--- config.mk ---
export PLATFORM = sky130hd
export DESIGN_NAME = sram_arbiter
export DESIGN_NICKNAME = d
export VERILOG_FILES = /design/src/rtl/sram_arbiter.sv
export SDC_FILE = /design/constraint.sdc
export NUM_CORES = 1
export LEC_CHECK = 0
export BUFFER_PORTS_ARGS = -buffer_cell sky130_fd_sc_hd__buf_2
export CAP_MARGIN = 20
export CORE_UTILIZATION = 51
export DETAILED_ROUTE_END_ITERATION = 16
export PLACE_DENSITY = 0.95
export SLEW_MARGIN = 20
export SYNTH_ARGS = -nofsm -noshare
export SYNTH_HDL_FRONTEND = slang
export SYNTH_SLANG_ARGS = --single-unit
--- constraint.sdc ---
create_clock -name clk -period 4.5 [get_ports clk]
set_input_delay 0.675 -clock clk [delete_from_list [all_inputs] [get_ports clk]]
set_output_delay 0.675 -clock clk [all_outputs]
set_load 0.1 [all_outputs]
--- src/rtl/sram_arbiter.sv ---
// Two-port (instruction fetch / data) arbiter in front of the external SRAM controller.
// Issues one single-cycle strobe per transaction, waits for the controller ack, and halts on a watchdog timeout.
module sram_arbiter #(
    parameter int unsigned PRIO_RR = 1,
    parameter int unsigned TIMEOUT = 255
) (
    input  logic        clk,
    input  logic        reset,
    input  logic        i_stb,
    input  logic [31:0] i_addr,
    output logic        i_ack,
    output logic [31:0] i_dtr,
    input  logic        d_stb,
    input  logic        d_rw,
    input  logic [31:0] d_addr,
    input  logic [31:0] d_dtw,
    output logic        d_ack,
    output logic [31:0] d_dtr,
    output logic        m_stb,
    output logic        m_rw,
    output logic [31:0] m_addr,
    output logic [31:0] m_dtw,
    input  logic        m_ack,
    input  logic [31:0] m_dtr,
    output logic        busy,
    output logic        err
);

    typedef enum logic [1:0] {IDLE, WAIT, RESP, ERR} state_t;
    typedef enum logic [1:0] {CD_NONE, CD_I, CD_D} cool_t;

    localparam int unsigned WD_W = (TIMEOUT < 2) ? 1 : $clog2(TIMEOUT + 1);
    localparam logic [WD_W-1:0] WD_LAST = WD_W'(TIMEOUT - 1);

    state_t          state, state_n;
    cool_t           cooldown;
    logic            last_grant;   // 1 = data port
    logic            winner;       // 1 = data port
    logic [WD_W-1:0] wd_cnt;
    logic            i_elig, d_elig;
    logic            grant, grant_d, wd_hit;

    // NOTE: every combinational output gets a default before the case so no path can infer a latch.
    always_comb begin
        state_n = state;
        grant   = 1'b0;
        grant_d = 1'b0;
        wd_hit  = 1'b0;
        i_elig  = i_stb && (cooldown != CD_I);
        d_elig  = d_stb && (cooldown != CD_D);
        case (state)
            IDLE: begin
                if (i_elig || d_elig) begin
                    grant = 1'b1;
                    if (i_elig && d_elig)
                        grant_d = (PRIO_RR != 0) ? ~last_grant : 1'b1;
                    else
                        grant_d = d_elig;
                    state_n = WAIT;
                end
            end
            WAIT: begin
                if (m_ack) begin
                    state_n = RESP;
                end else if ((TIMEOUT != 0) && (wd_cnt == WD_LAST)) begin
                    wd_hit  = 1'b1;
                    state_n = ERR;
                end
            end
            RESP:    state_n = IDLE;
            default: state_n = ERR;
        endcase
    end

    // NOTE: all state below uses non-blocking assignments so every register samples pre-edge values.
    always_ff @(posedge clk or negedge reset) begin
        if (!reset) begin
            state      <= IDLE;
            cooldown   <= CD_NONE;
            last_grant <= 1'b0;
            winner     <= 1'b0;
            wd_cnt     <= '0;
            m_stb      <= 1'b0;
            m_rw       <= 1'b0;
            m_addr     <= '0;
            m_dtw      <= '0;
            i_ack      <= 1'b0;
            d_ack      <= 1'b0;
            i_dtr      <= '0;
            d_dtr      <= '0;
            busy       <= 1'b0;
            err        <= 1'b0;
        end else begin
            state <= state_n;
            m_stb <= 1'b0;
            i_ack <= 1'b0;
            d_ack <= 1'b0;
            case (state)
                IDLE: begin
                    if (grant) begin
                        winner     <= grant_d;
                        last_grant <= grant_d;
                        m_stb      <= 1'b1;
                        m_addr     <= grant_d ? d_addr : i_addr;
                        m_rw       <= grant_d & d_rw;
                        m_dtw      <= grant_d ? d_dtw : '0;
                        wd_cnt     <= '0;
                        busy       <= 1'b1;
                    end else begin
                        // Any grant here necessarily goes to the non-cooldown port.
                        cooldown <= CD_NONE;
                    end
                end
                WAIT: begin
                    if (m_ack) begin
                        if (winner) begin
                            d_dtr <= m_dtr;
                            d_ack <= 1'b1;
                            cooldown <= CD_D;
                        end else begin
                            i_dtr <= m_dtr;
                            i_ack <= 1'b1;
                            cooldown <= CD_I;
                        end
                    end else if (wd_hit) begin
                        err  <= 1'b1;
                        busy <= 1'b0;
                    end else if (TIMEOUT != 0) begin
                        wd_cnt <= wd_cnt + 1'b1;
                    end
                end
                RESP:    busy <= 1'b0;
                default: ;
            endcase
        end
    end

endmodule

# After elaboration in Yosys (flattened, before gate mapping)
# Cells that the tools add are included.
# totals
register_bits	147
out_inout_bits	134
# classes
bitwise_logic	3
muxes	34
n_eq_ne	13
add_sub_neg	1
reduce_logical	15
# ops
op	count
two-way mux 32 bit	2
two-way mux 8 bit	3
two-way mux 1 bit	19
!= test 2 bit (second input constant)	8
one-hot mux 8 bit (2 select lines)	1
two-way mux 2 bit	6
AND reduction 3 bit	4
adder 8 x 1 -> 8 bit (second input constant)	1
== test 8 bit (second input constant)	1
AND reduction 4 bit	2
one-hot mux 2 bit (3 select lines)	1
one-hot mux 2 bit (2 select lines)	1
AND reduction 2 bit	2
logical AND 1 bit	3
!= test 3 bit (second input constant)	1
one-hot mux 1 bit (3 select lines)	1
nonzero test 3 bit	1
== test 2 x 1 -> 1 bit (second input constant)	1
== test 2 bit (second input constant)	1
logical NOT 2 bit	1
!= test 2 x 1 -> 1 bit (second input constant)	1
inverter 1 bit	2
nonzero test 2 bit	1
AND 1 bit	1
logical OR 1 bit	1

# Depth between registers and ports, before layout
# logic_depth
word_depth	7
ltp_mapped	10
mapped_depth_nobuf	7

# Worst setup path after synthesis
# OpenSTA, ideal clock, no wires.
# synth_timing
path_type	input port to flip-flop
startpoint	input d_stb
endpoint	register m_addr[12]
setup_time_ps	126
arrival_time_ps	1651
path_buffers	2
path_slack_ps	2723
path_stages	6
required_time_ps	4374
path_cell_list	or3_4 nand3_1 buf_6 buf_6 nor3b_1 a221o_1
# synth_between
elab_chain_cells	6
word_cells_on_any_way	10
# synth_lines
item	line	text
start: declaration	13	input logic d_stb,
logical AND 1 bit (*)	50	d_elig = d_stb && (cooldown != CD_D);
logical AND 1 bit	55	if (i_elig && d_elig)
two-way mux 1 bit	55	
two-way mux 1 bit	53	if (i_elig || d_elig) begin
two-way mux 1 bit	51	case (state)
two-way mux 32 bit	104	m_addr <= grant_d ? d_addr : i_addr;
end signal: assignment	104	
end: declaration	21	output logic [31:0] m_addr,
# Every way passes the cells marked *; elsewhere a longest branch is shown, timed or not.
# A chain may end at the register's enable or synchronous reset.

# Worst setup path after layout
# layout_timing
startpoint	register state[1]
endpoint	register i_dtr[11]
# layout_between
elab_chain_cells	2
# layout_lines
item	line	text
start: declaration	35	state_t state, state_n;
start signal: assignment	94	state <= state_n;
== test 2 x 1 -> 1 bit	98	case (state)
AND reduction 3 bit (no line)	-	
end signal: assignment	121	i_dtr <= m_dtr;
end: declaration	12	output logic [31:0] i_dtr,
# Every way passes these cells.

==> impl_results.md <==
- CTS tree: yes
- CTS buffer count: 17
- Final wirelength: 16200 um
- Reg2reg setup slack: 1.50 ns
- Iteration-0 DRC Markers: 441
- Yosys top cell area share: 0.615
- Type of the worst min-delay path: in -> async
- Worst skew pair latency: 0.42 ns
- Largest net degree at the start of global routing: 101
- Clk sinks: 147
- Synth Cell Area: 5990 um^2
- Post-DRT Antenna Nets: 0
- Buf/Inv on CP: 2
- Worst Path Arrival: 3.36 ns
- Row count: 39
- Die height: 110 um
- Start point of the critical path: state[1]$_DFFE_PN0P_
- Sequential area share after synthesis: 0.615
- Fin. Hold Viols: 0
- Worst Setup End Kind: register
- Wire length per cell: 18.1 um
- Maximum clock insertion buffer count: 2
- Startpoint types: register
- Tcrit/Tclk final: 0.667
- Port Buf Inserts: 267
- Mapped Cells: 490
- Maximum net fanout on the critical path: 33
- EDFF count, synth: 0
- Relative slew slack: 0.298
- Largest area contributor in the netlist: dfrtp_1
- Setup Skew: 0.00950 ns
- Area growth syn-to-layout: 32.7%
- Post-synth ARST share: 1.00
- Vias: 4916
- 1st-pass router iterations: 4
- Met1 Use GR: 0.298
- Finish-stage setup viols: 0
- Post-CTS sizing: 0
- Critical path's largest stage delay: 0.82 ns
- Ports: 268
- Overflow after GRT: 0
- Die X-Extent: 110 um
- Worst Setup EP: i_dtr[11]$_DFFE_PN0P_
- Most Used Layer, Global Route: met2
- Final worst path period need: 3.00 ns
- Initial core utilization: 0.524
- Reg2reg path depth: 7
- Number of synthesized register bits: 147
- Reg2reg end: i_dtr[11]$_DFFE_PN0P_
- CP Class: reg -> reg
- Synth warn: 0
- GR Util met3: 0.102
- Family with the most delay on the worst path: simple AND/OR/NAND/NOR gates
- Setup_tns: 0 ns
- Nets: 883
- GR Util met2: 0.448
- Root buffer cell: clkbuf_16
- Main area contributors after synthesis: dfrtp_1 61%, nand2_1 6.6%, mux2_2 6.0%
- Number of distinct library cells after synthesis: 40
- Clk slew on worst S/H paths: 0.06 ns
- Postcts setup bufs: 0
- CP Depth: 7
- Ys flop type: dfrtp_1
- Die area: 12200 um^2
- # hold bufs at CTS: 0
- Filler cells: 778
- Status: finished clean
- Reg-to-reg startpoint: state[1]$_DFFE_PN0P_
- Synth Net Count: 629
- Slew of the pin with the lowest slew margin: 1.05 ns
- CTS H-Tree Depth: 4
- Vias in the first global route: 4850
- Cell chain of the critical path: inv_1 > ha_1 > nand2_1 > or2_2 > inv_1 > nand2_1 > nand2_1
- Initial antenna violation count: 0
- Avg Cell Area, Syn: 12.2 um^2
- Critical Path Most Common Cell: nand2_1
- DRC Markers: 0
- Fin. max-slew vios: 0
- Max Cap Viol: 0
- Slowest CP cell: inv_1
- Post-DP HPWL: 10700 um
- All-Layer GR Usage: 0.265
- RSZ-0062 raised after global routing: no
- Diode count: 0
- Critical Path RT: 4.85 ns
- GPL Wtd Cong: 0.768
- Core footprint: 11400 um^2
- Layout cells sized above 1: 0.453
- First-pass GRT wire length: 23900 um
- Vias per cell: 5.46
- FMAX: 333 MHz
## metal layers
layer | vias to the layer above | wire [um]
li1 | 2270 | -
met1 | 2374 | 6320
met2 | 246 | 8070
met3 | 26 | 1550
met4 | 0 | 307
met5 | - | 0
## worst min-delay path by stage
stage / start / depth (start not counted) / endpoint / slack, ns
detailed placement: err$_DFFE_PN0P_ / 1 / err$_DFFE_PN0P_ / 0.44
global route: reset / 1 / d_dtr[26]$_DFFE_PN0P_ / 0.42
CTS: reset / 1 / d_dtr[25]$_DFFE_PN0P_ / 0.39
global placement: err$_DFFE_PN0P_ / 1 / err$_DFFE_PN0P_ / 0.44
finish: reset / 1 / d_dtr[26]$_DFFE_PN0P_ / 0.36
floorplan: reset / 0 / busy$_DFFE_PN0P_ / 0.38
## stage by stage
step                      std cells  hold slack [ns]   util  setup slack [ns]  instance area [um^2]
after global placement          867            0.437  0.643              1.81                  7350
final                           900            0.363  0.696              1.50                  7940
after CTS                       899            0.386  0.693              1.58                  7920
after global routing            900            0.416  0.696              1.29                  7940
after detailed placement        867            0.444  0.643              1.64                  7350
after floorplan                 490            0.379      -              2.72                  5990
## Yosys cell counts (2+ instances only)
| master | count |
|---|---|
| dfrtp_1 | 147 |
| nand2_1 | 105 |
| a22o_1 | 34 |
| a221o_1 | 32 |
| mux2_2 | 32 |
| nor3b_1 | 32 |
| buf_2 | 20 |
| nand3_1 | 11 |
| clkbuf_1 | 9 |
| inv_1 | 7 |
| o21ai_0 | 6 |
| buf_6 | 5 |
| ha_1 | 5 |
| a21boi_1 | 3 |
| a21o_1 | 3 |
| a21oi_1 | 3 |
| nand2b_1 | 3 |
| o31ai_1 | 3 |
| or3_1 | 3 |
| nand4_1 | 2 |
| o21a_1 | 2 |
| o32a_1 | 2 |
| or2_2 | 2 |
| or4_1 | 2 |
| or4b_1 | 2 |
## state kept, by name, indices dropped and copies added, names as in the netlist
register  flops
d_dtr        32
i_ack         1
m_stb         1
winner        1
cooldown      2
state         2
m_addr       32
busy          1
err           1
i_dtr        32
m_dtw        32
m_rw          1
wd_cnt        8
d_ack         1
## worst register-to-register path, stage by stage (launching register included)
cell and delay [ns]:
dfrtp_1 0.40, inv_1 0.09, ha_1 0.52, nand2_1 0.18, or2_2 0.57, inv_1 0.82
nand2_1 0.23, nand2_1 0.12
## kinds of logic (layout without fill, tap and decap cells)
family | count (synthesis) | count (layout) | share of synthesized area
AOI/OAI and AO/OA | 95 | 95 | 0.139
adders and majority gates | 5 | 5 | 0.0105
buffers and inverters | 44 | 311 | 0.0389
DFF | 147 | 147 | 0.615
muxes | 32 | 32 | 0.0602
and+or+nand+nor | 167 | 167 | 0.137
## placed cells by master, fill, tap and decap left out, drive strengths merged, types with 2 or more instances in the layout
master / instances
buf: 271
dfrtp: 147
nand2: 105
a22o: 34
nor3b: 32
a221o: 32
mux2: 32
clkbuf: 18
inv: 12
nand3: 11
clkinv: 7
o21ai: 6
ha: 5
or3: 4
nand2b: 3
a21o: 3
a21oi: 3
o31ai: 3
a21boi: 3
or2: 2
nand4: 2
o32a: 2
or4b: 2
or4: 2
o21a: 2
clkinvlp: 2
## final cells by class
class / count / area [um^2] / area share
tap: 143 / 179 / 0.0225
inverter: 8 / 30.0 / 0.00378
clock buffer: 18 / 439 / 0.0553
clock inverter: 14 / 129 / 0.0162
sequential: 147 / 3680 / 0.463
timing repair buffer: 271 / 1390 / 0.175
multi-input combinational: 299 / 2090 / 0.264
Power is left out: the tool's default activity adds up to more than one toggle a clock period on the data nets, which glitch-free logic cannot reach.
